**src/rtl/fetch_stage_pkg.sv**
```systemverilog
// Shared definitions for the IF stage: widths, special opcodes, IF/ID word layout and FSM states.
package fetch_stage_pkg;

  localparam int unsigned PC_W    = 16;
  localparam int unsigned INSTR_W = 16;
  localparam int unsigned FLAGS_W = 3;
  localparam int unsigned IFID_W  = FLAGS_W + INSTR_W + PC_W;

  localparam logic [INSTR_W-1:0] NOP_INSTR = 16'h0000;
  localparam logic [3:0]         HALT_OP   = 4'hF;

  localparam int unsigned IFID_PC_LSB    = 0;
  localparam int unsigned IFID_INSTR_LSB = 16;
  localparam int unsigned IFID_FLAGS_LSB = 32;

  typedef enum logic [1:0] {
    StFetch,
    StDiscard,
    StHalt
  } fetch_state_e;

  function automatic logic [IFID_W-1:0] make_ifid(input logic [FLAGS_W-1:0] flags,
                                                  input logic [INSTR_W-1:0] instr,
                                                  input logic [PC_W-1:0]    pc_field);
    logic [IFID_W-1:0] w;
    w = '0;
    w[IFID_FLAGS_LSB +: FLAGS_W] = flags;
    w[IFID_INSTR_LSB +: INSTR_W] = instr;
    w[IFID_PC_LSB +: PC_W]       = pc_field;
    return w;
  endfunction

endpackage

```
**src/rtl/fetch_stage_if.sv**
```systemverilog
// Instruction-memory read bus: fetch side is master, memory is slave.
interface fetch_stage_if;

  logic                                 imem_rd;
  logic [fetch_stage_pkg::PC_W-1:0]     imem_addr;
  logic [fetch_stage_pkg::INSTR_W-1:0]  imem_data;
  logic                                 imem_valid;

  modport master (
    output imem_rd,
    output imem_addr,
    input  imem_data,
    input  imem_valid
  );

  modport slave (
    input  imem_rd,
    input  imem_addr,
    output imem_data,
    output imem_valid
  );

endinterface

```
**src/rtl/fetch_stage_fsm.sv**
```systemverilog
// Fetch control: tracks the outstanding imem request and decides PC update, bubble and IF/ID write.
module fetch_stage_fsm
  import fetch_stage_pkg::*;
#(
  parameter logic [PC_W-1:0] RESET_PC = 16'h0000
) (
  input  logic            clk_i,
  input  logic            rst_i,
  input  logic            stall_i,
  input  logic            branch_i,
  input  logic            valid_i,
  input  logic            halt_op_i,
  input  logic [PC_W-1:0] pc_d_i,
  output logic            imem_rd_o,
  output logic [PC_W-1:0] req_addr_o,
  output logic            pc_load_o,
  output logic            pc_inc_o,
  output logic            bubble_o,
  output logic            ifid_wen_o,
  output logic            halted_o
);

  fetch_state_e    state_q, state_d;
  logic [PC_W-1:0] req_addr_q, req_addr_d;

  always_ff @(posedge clk_i) begin
    if (rst_i) begin
      state_q    <= StFetch;
      req_addr_q <= RESET_PC;
    end else begin
      state_q    <= state_d;
      req_addr_q <= req_addr_d;
    end
  end

  always_comb begin
    state_d    = state_q;
    imem_rd_o  = 1'b0;
    pc_load_o  = 1'b0;
    pc_inc_o   = 1'b0;
    bubble_o   = 1'b1;
    ifid_wen_o = 1'b0;
    if (!rst_i) begin
      unique case (state_q)
        StFetch: begin
          imem_rd_o = 1'b1;
          if (branch_i) begin
            pc_load_o  = 1'b1;
            ifid_wen_o = 1'b1;
            // Redirect while the old read is still in flight: wait it out and drop it.
            if (!valid_i) state_d = StDiscard;
          end else if (valid_i && !stall_i) begin
            bubble_o   = 1'b0;
            ifid_wen_o = 1'b1;
            if (halt_op_i) state_d = StHalt;
            else           pc_inc_o = 1'b1;
          end else if (!valid_i) begin
            ifid_wen_o = !stall_i;
          end
        end
        StDiscard: begin
          imem_rd_o  = 1'b1;
          pc_load_o  = branch_i;
          ifid_wen_o = !stall_i || branch_i;
          if (valid_i) state_d = StFetch;
        end
        StHalt: begin
          if (branch_i) begin
            pc_load_o = 1'b1;
            state_d   = StFetch;
          end
        end
        default: state_d = StFetch;
      endcase
    end
  end

  // Outside DISCARD the request address tracks the PC; in DISCARD it pins the abandoned read.
  always_comb begin
    req_addr_d = pc_d_i;
    if (state_d == StDiscard) req_addr_d = req_addr_q;
  end

  assign req_addr_o = req_addr_q;
  assign halted_o   = (state_q == StHalt);

endmodule

```
**src/rtl/fetch_stage.sv**
```systemverilog
// IF stage top: PC register, +2 adder and IF/ID word mux around the fetch control FSM.
module fetch_stage
  import fetch_stage_pkg::*;
#(
  parameter logic [PC_W-1:0] RESET_PC = 16'h0000
) (
  input  logic                clk,
  input  logic                rst,
  input  logic                stall,
  input  logic                branch_taken,
  input  logic [PC_W-1:0]     branch_target,
  input  logic [FLAGS_W-1:0]  flags_in,
  fetch_stage_if.master       imem,
  output logic [IFID_W-1:0]   ifid_d,
  output logic                ifid_wen,
  output logic [PC_W-1:0]     pc,
  output logic                halted
);

  logic [PC_W-1:0] pc_q, pc_d, pc_plus2, req_addr;
  logic            pc_load, pc_inc, bubble, halt_op;

  assign pc_plus2 = pc_q + PC_W'(2);
  assign halt_op  = (imem.imem_data[INSTR_W-1 -: 4] == HALT_OP);

  always_comb begin
    pc_d = pc_q;
    if (pc_load)     pc_d = branch_target;
    else if (pc_inc) pc_d = pc_plus2;
  end

  always_ff @(posedge clk) begin
    if (rst) pc_q <= RESET_PC;
    else     pc_q <= pc_d;
  end

  fetch_stage_fsm #(
    .RESET_PC (RESET_PC)
  ) u_fsm (
    .clk_i      (clk),
    .rst_i      (rst),
    .stall_i    (stall),
    .branch_i   (branch_taken),
    .valid_i    (imem.imem_valid),
    .halt_op_i  (halt_op),
    .pc_d_i     (pc_d),
    .imem_rd_o  (imem.imem_rd),
    .req_addr_o (req_addr),
    .pc_load_o  (pc_load),
    .pc_inc_o   (pc_inc),
    .bubble_o   (bubble),
    .ifid_wen_o (ifid_wen),
    .halted_o   (halted)
  );

  assign imem.imem_addr = req_addr;

  // Bubbles carry a zero PC field so later stages can tell them from real instructions.
  always_comb begin
    if (bubble) ifid_d = make_ifid(flags_in, NOP_INSTR, '0);
    else        ifid_d = make_ifid(flags_in, imem.imem_data, pc_plus2);
  end

  assign pc = pc_q;

endmodule

```
**src/flat_wrapper.sv**
```systemverilog
// flat-port wrapper written by rule: the top's interface ports become plain ports
module fetch_stage_flat import fetch_stage_pkg::*;
#(
  parameter logic [PC_W-1:0] RESET_PC = 16'h0000
)
  (clk, rst, stall, branch_taken, branch_target, flags_in, ifid_d, ifid_wen, pc, halted, imem_imem_rd, imem_imem_addr, imem_imem_data, imem_imem_valid);
  fetch_stage_if imem_i ();
  input  logic clk;
  input  logic rst;
  input  logic stall;
  input  logic branch_taken;
  input  logic [PC_W-1:0] branch_target;
  input  logic [FLAGS_W-1:0] flags_in;
  output logic [IFID_W-1:0] ifid_d;
  output logic ifid_wen;
  output logic [PC_W-1:0] pc;
  output logic halted;
  output wire logic [$bits(imem_i.imem_rd)-1:0] imem_imem_rd;
  output wire logic [$bits(imem_i.imem_addr)-1:0] imem_imem_addr;
  input wire logic [$bits(imem_i.imem_data)-1:0] imem_imem_data;
  input wire logic [$bits(imem_i.imem_valid)-1:0] imem_imem_valid;
  assign imem_imem_rd = imem_i.imem_rd;
  assign imem_imem_addr = imem_i.imem_addr;
  assign imem_i.imem_data = imem_imem_data;
  assign imem_i.imem_valid = imem_imem_valid;
  fetch_stage #(.RESET_PC(RESET_PC)) u_core (.clk(clk), .rst(rst), .stall(stall), .branch_taken(branch_taken), .branch_target(branch_target), .flags_in(flags_in), .imem(imem_i), .ifid_d(ifid_d), .ifid_wen(ifid_wen), .pc(pc), .halted(halted));
endmodule
```
**config.mk**
```make
export PLATFORM = sky130hd
export DESIGN_NAME = fetch_stage_flat
export DESIGN_NICKNAME = d
export VERILOG_FILES = /design/src/rtl/fetch_stage_pkg.sv /design/src/rtl/fetch_stage_if.sv /design/src/rtl/fetch_stage_fsm.sv /design/src/rtl/fetch_stage.sv /design/src/flat_wrapper.sv
export SDC_FILE = /design/constraint.sdc
export NUM_CORES = 1
export LEC_CHECK = 0
export CORE_AREA = 8 8 103 105
export DETAILED_ROUTE_END_ITERATION = 8
export DIE_AREA = 0 0 111 113
export PLACE_DENSITY = 0.5
export SETUP_SLACK_MARGIN = 0.4
export SYNTH_ARGS = -nofsm -noshare
export SYNTH_HDL_FRONTEND = slang
export SYNTH_SLANG_ARGS = --single-unit
```
**constraint.sdc**
```tcl
create_clock -name clk -period 2.1 [get_ports clk]
set_clock_uncertainty 0.05 [all_clocks]
set_input_delay 0.21 -clock clk [delete_from_list [all_inputs] [get_ports clk]]
set_output_delay 0.21 -clock clk [all_outputs]
set_load 0.01 [all_outputs]
```
==> results of run 1 <==
## where the power goes
group | total [mW] | internal, mW | leakage, nW | switching [mW]
combinational | 0.668 | 0.369 | 1.61 | 0.298
clock | 0.513 | 0.268 | 0.0455 | 0.245
sequential | 0.737 | 0.691 | 0.287 | 0.0463
total | 1.92 | 1.33 | 1.95 | 0.589
## worst max-delay path by stage
stage / to / depth (start not counted)
floorplan: ifid_d[14] / 5
global placement: ifid_d[6] / 6
detailed placement: u_core.pc[15] / 7
CTS: ifid_d[14] / 5
global route: u_core.pc[13] / 7
finish: ifid_d[14] / 5
## worst register-to-register path: cells and delay by family (launching register included)
kind            cells  cell delay (ns)
buf+inv             2             0.26
xor+xnor            1             0.19
flops               1             0.36
simple gates        3             0.88
compound gates      1             0.20
## per-layer routing
layer / vias up / global-route usage, % / wire [µm]
li1: 1367 / - / -
met1: 1332 / 16.60 / 4158
met2: 73 / 26.47 / 5277
met3: 12 / 4.709 / 582
met4: 0 / 3.423 / 129
met5: - / 0 / 0
## per-stage QoR
stage                     std cells  setup TNS (ns)  hold WS (ns)
after global routing            572        -0.02508        0.3700
after global placement          520          -9.418        0.3701
final                           572               0        0.3700
after floorplan                 278               0        0.2366
after detailed placement        520          -10.19        0.3701
after CTS                       561               0        0.3701
## final cells by class
| class | count | area [µm²] |
|---|---|---|
| Fill cell | 769 | 4030 |
| Multi-Input combinational cell | 213 | 2037 |
| Timing Repair Buffer | 201 | 1947 |
| Sequential cell | 34 | 715.7 |
| Tap cell | 111 | 138.9 |
| Clock buffer | 8 | 90.09 |
| Inverter | 5 | 18.77 |
## registers in the layout (all words and copies together) (netlist names)
name                     count
u_core.u_fsm.req_addr_o     16
u_core.pc                   16
u_core.u_fsm.state_q         2
## timing repair
action | 4_1_cts | 5_1_grt
setup buffers | 30 | 11
pin swaps | 59 | 43
gates cloned | 3 | 0
resized for setup | 236 | 80
setup endpoints to repair | 66 | 69
## synthesized netlist by cell type, types with 5 or more instances
| library cell | count | share of area [%] |
|---|---|---|
| nor2_1 | 38 | 6.5 |
| dfxtp_1 | 34 | 31 |
| and3_1 | 21 | 6.0 |
| o21ai_0 | 17 | 3.9 |
| clkbuf_1 | 14 | 2.4 |
| nand2_1 | 13 | 2.2 |
| xnor2_1 | 13 | 5.2 |
| nand3_1 | 11 | 2.5 |
| nor3_1 | 10 | 2.3 |
| nand2b_1 | 7 | 2.0 |
| nand4_1 | 7 | 2.0 |
| a21oi_1 | 6 | 1.4 |
| xor2_1 | 6 | 2.4 |
| buf_2 | 5 | 1.1 |
| o32ai_1 | 5 | 2.0 |
## cell families (layout without fill, tap and decap cells)
kind of cell	after synthesis	in the layout	synth area share [%]
compound gates	58	58	19.37
fa+ha+maj	1	1	0.5713
xor+xnor	19	19	7.600
simple gates	133	134	33.89
buf+inv	32	214	7.028
flops	34	34	31.09
mux	1	1	0.4572
==> results.yml, run 1 <==
critical_path:
  startpoint: "u_core.pc[1]"
  crit_arrival_ns: 1.78
  crit_buf_inv: 1
  path_class: "flop to output pin"
  timing.rr.end: "u_core.pc[13]"
  ff2ff_setup_slack_ns: 0.07
  cpPeakStageDelay_ns: 0.40
  endpoint_kind: "output pin"
  r2r-start: "u_core.u_fsm.state_q[0]"
  path_cells: "nand3_4 -> or3_4 -> or3_4 -> a21oi_2 -> buf_2"
  crit_slowest_cell: "or3_4"
  worstPathRequired_ns: 1.84
  start_kind: "flop"
  cp_max_fo: 3
  cp_top_family: "simple AND/OR/NAND/NOR gates"
  critPathMostFrequentCell: "or3_4"
  r2r_cells: 7
sta:
  rsz0062_at_grt: "true"
  drv_slew: 0
  setup_ws_ns: 0.06064
  fmaxAchievable_mhz: 490.4
  worst_slew_pin_slew_ns: 0.3652
  setup_violations: 0
  min_period_over_period_pct: 97.11
  min_period_ns: 2.039
  max-slew-margin-rel_pct: 75.65
  finalHoldViolCount: 0
drt:
  viasPerCell: 4.867
  via_count: 2784
  antenna_left: 0
  routedWlPerCell_um: 17.74
  routed_wl_mm: 10.15
  route.detailed.drc: 0
  drt-initial-drc-count: 98
  dr.pass1.iters: 4
die:
  ios: 110
  die_y_um: 113
  core_um2: 8977
  initial_core_util_pct: 24.39
  rows: 35
  fp.dieW_um: 111
  dieArea_um2: 12540
place:
  dp_hpwl_mm: 6.911
  numPortBuffers: 103
  postPlaceCellArea_um2: 3769
  dpl_worst_slack_ns: -0.2380
  gp_congestion: 0.7977
synthesis:
  synthDistinctLibCells: 59
  async_flop_share_pct: 0
  synth_flop_cell: "dfxtp_1"
  ys_seq_area_share_pct: 31.09
  synth_edf_count: 0
  synth_area_per_cell_um2: 7.876
  syn_area_um2: 2190
  synth_seq_cells: 34
  synthesis.instances: 278
  yosys_warnings: 0
  syn-num-nets: 319
final_layout:
  drive_above_1_share_pct: 56.18
  syn2layout_area_growth_pct: 125.9
  final_cell_area_um2: 4947
  antenna_cells: 0
  final_common_cell: "buf_4"
  layout_common_cells: "buf_4, clkdlybuf4s50_1, buf_6, nor2_1, and3_4"
  fin_nets: 501
  finish.utilization_pct: 55.11
global_routing:
  grt_pass1_vias: 2835
  grt_pass1_wl_mm: 15.17
  grt_max_degree: 24
  antenna_found_initial: 0
  grt.total_usage_pct: 14.79
  grt_overflow: 0
min_path:
  hold_start: "flags_in[1]"
  hold_class: "input port to output pin"
  holdPathStages: 0
  hold_end: "ifid_d[33]"
clock_tree:
  cts_buffer_depth: 2
  clkTransAtPathRegs_ns: 0.07
  clk_latency_ns: 0.29
  cts_sinks: 34
  cts.hold.buffers_added: 0
  cts_buffers: 5
  cts-root-buf: "clkbuf_8"
  cts_tree: "done"
  cts_max_level: 2
run_status:
  outcome: "complete, no violations"
power_and_ir_drop:
  power_density_nw_per_um2: 387.6
  p_leak_nw: 1.946
  total_power_mw: 1.918
  peakVddDrop_v: 0.0002998
flow_run:
  max_cap_viol_count: 0
Note: power is estimated with default switching activity, not from simulation.
==> inputs of run 2 (changes only) <==
--- a/config.mk
+++ b/config.mk
@@ -5,10 +5,12 @@
 export SDC_FILE = /design/constraint.sdc
 export NUM_CORES = 1
 export LEC_CHECK = 0
+export CAP_MARGIN = 30
 export CORE_AREA = 8 8 103 105
 export DETAILED_ROUTE_END_ITERATION = 8
 export DIE_AREA = 0 0 111 113
 export PLACE_DENSITY = 0.5
+export REMOVE_ABC_BUFFERS = 1
 export SETUP_SLACK_MARGIN = 0.4
 export SYNTH_ARGS = -nofsm -noshare
 export SYNTH_HDL_FRONTEND = slang
==> results.yml, run 2 (same netlist as run 1, synthesis figures left out) <==
min_path:
  hold_class: "input port to output pin"
drt:
  dr.pass1.iters: 4
  drt-initial-drc-count: 108
  route.detailed.drc: 0
  via_count: 2785
  viasPerCell: 4.956
  antenna_left: 0
  routedWlPerCell_um: 17.78
  routed_wl_mm: 9.992
final_layout:
  syn2layout_area_growth_pct: 117.8
  fin_cells: 562
  finish.utilization_pct: 53.13
  drive_above_1_share_pct: 52.99
  layout_common_cells: "clkdlybuf4s50_1, buf_6, buf_4, nor2_1"
  final_cell_area_um2: 4770
  fillers: 785
  antenna_cells: 0
  fin_nets: 492
  final_common_cell: "clkdlybuf4s50_1"
power_and_ir_drop:
  p_seq_share_pct: 39.5
  p_leak_nw: 1.893
  p_comb_share_pct: 34.9
  power.switching_uw: 579.8
  p_clk_share_pct: 25.6
  peakVddDrop_v: 0.0002586
  power_density_nw_per_um2: 390.3
  switching_share_pct: 31.14
  p_int_mw: 1.282
  total_power_mw: 1.862
die:
  rows: 35
  dieArea_um2: 12540
  core_um2: 8977
  fp.dieW_um: 111
  die_y_um: 113
  ios: 110
  initial_core_util_pct: 24.39
clock_tree:
  clk_latency_ns: 0.29
  cts_max_level: 2
  cts.hold.buffers_added: 0
  cts_tree: "done"
  clkTransAtPathRegs_ns: 0.07
  cts_sinks: 34
  cts_buffer_depth: 2
  cts-root-buf: "clkbuf_8"
  cts_buffers: 5
global_routing:
  antenna_found_initial: 0
  grt_pass1_vias: 2872
  grt_pass1_wl_mm: 15.10
  grt_max_degree: 24
  grt.total_usage_pct: 14.60
  grt_overflow: 0
critical_path:
  worstPathRequired_ns: 1.84
  cp_max_fo: 4
  start_kind: "flop"
  endpoint_kind: "output pin"
  crit_arrival_ns: 1.75
  path_class: "flop to output pin"
sta:
  rsz0062_at_grt: "true"
  worst_hold_slack_ns: 0.3701
  min_period_ns: 2.008
  finalSetupTns_ns: 0
  max-slew-margin-rel_pct: 78.89
  min_period_over_period_pct: 95.63
  finalHoldViolCount: 0
  setup_violations: 0
  worst_slew_pin_slew_ns: 0.3152
  fmaxAchievable_mhz: 497.9
  setup_ws_ns: 0.09175
  drv_slew: 0
place:
  numPortBuffers: 103
  gp_congestion: 0.8374
  postPlaceCellArea_um2: 3686
  dpl_worst_slack_ns: -0.2387
  dp_hpwl_mm: 6.848
  dpl.cell_count: 524
run_status:
  outcome: "complete, no violations"
flow_run:
  max_cap_viol_count: 0
run 2: cell type report:
class / count / area [µm²] / area share (%)
clock buffer: 7 / 76.32 / 1.600
inverter: 5 / 21.27 / 0.4460
multi-input combinational: 212 / 1931 / 40.48
sequential: 34 / 706.9 / 14.82
tap: 111 / 138.9 / 2.912
timing repair buffer: 193 / 1896 / 39.74
run 2: power by group through the flow:
stage               registers (mW)  logic, mW  clock network [mW]
finish                       0.735      0.651               0.476
global route                 0.740      0.695               0.520
CTS                          0.732      0.597               0.482
detailed placement           0.740      0.518                   0
global placement             0.740      0.514                   0
floorplan                    0.770      0.163                   0
run 2: repair_timing:
| item | CTS | global route |
|---|---|---|
| buffers inserted | 23 | 4 |
| endpoints found under the setup margin | 65 | 70 |
| gates cloned | 3 | 1 |
| resized for setup | 247 | 99 |
| pin swaps | 75 | 29 |
run 2: worst max-delay path: stages (launching register included):
cell     delay, ns
dfxtp_4       0.39
nand3_4       0.08
or3_4         0.40
or3_4         0.34
a21oi_2       0.12
buf_2         0.14
run 2: path summary, 6_finish.rpt:
kind	from	end	slack, ns	cells after the start
min	flags_in[0]	ifid_d[32]	0.37	0
min reg2reg	u_core.u_fsm.req_addr_o[14]	u_core.u_fsm.req_addr_o[14]	0.44	2
max reg2reg	u_core.u_fsm.state_q[0]	u_core.u_fsm.req_addr_o[15]	0.14	10
max	u_core.pc[1]	ifid_d[14]	0.09	5
run 2: layer usage:
layer  global-route usage, %  vias up  share of wire (%)
li1                        -     1350                  -
met4                   3.694        0                1.9
met2                   25.87       85                 51
met1                   16.59     1332                 41
met5                       0        -                  0
met3                   4.444       18                6.1
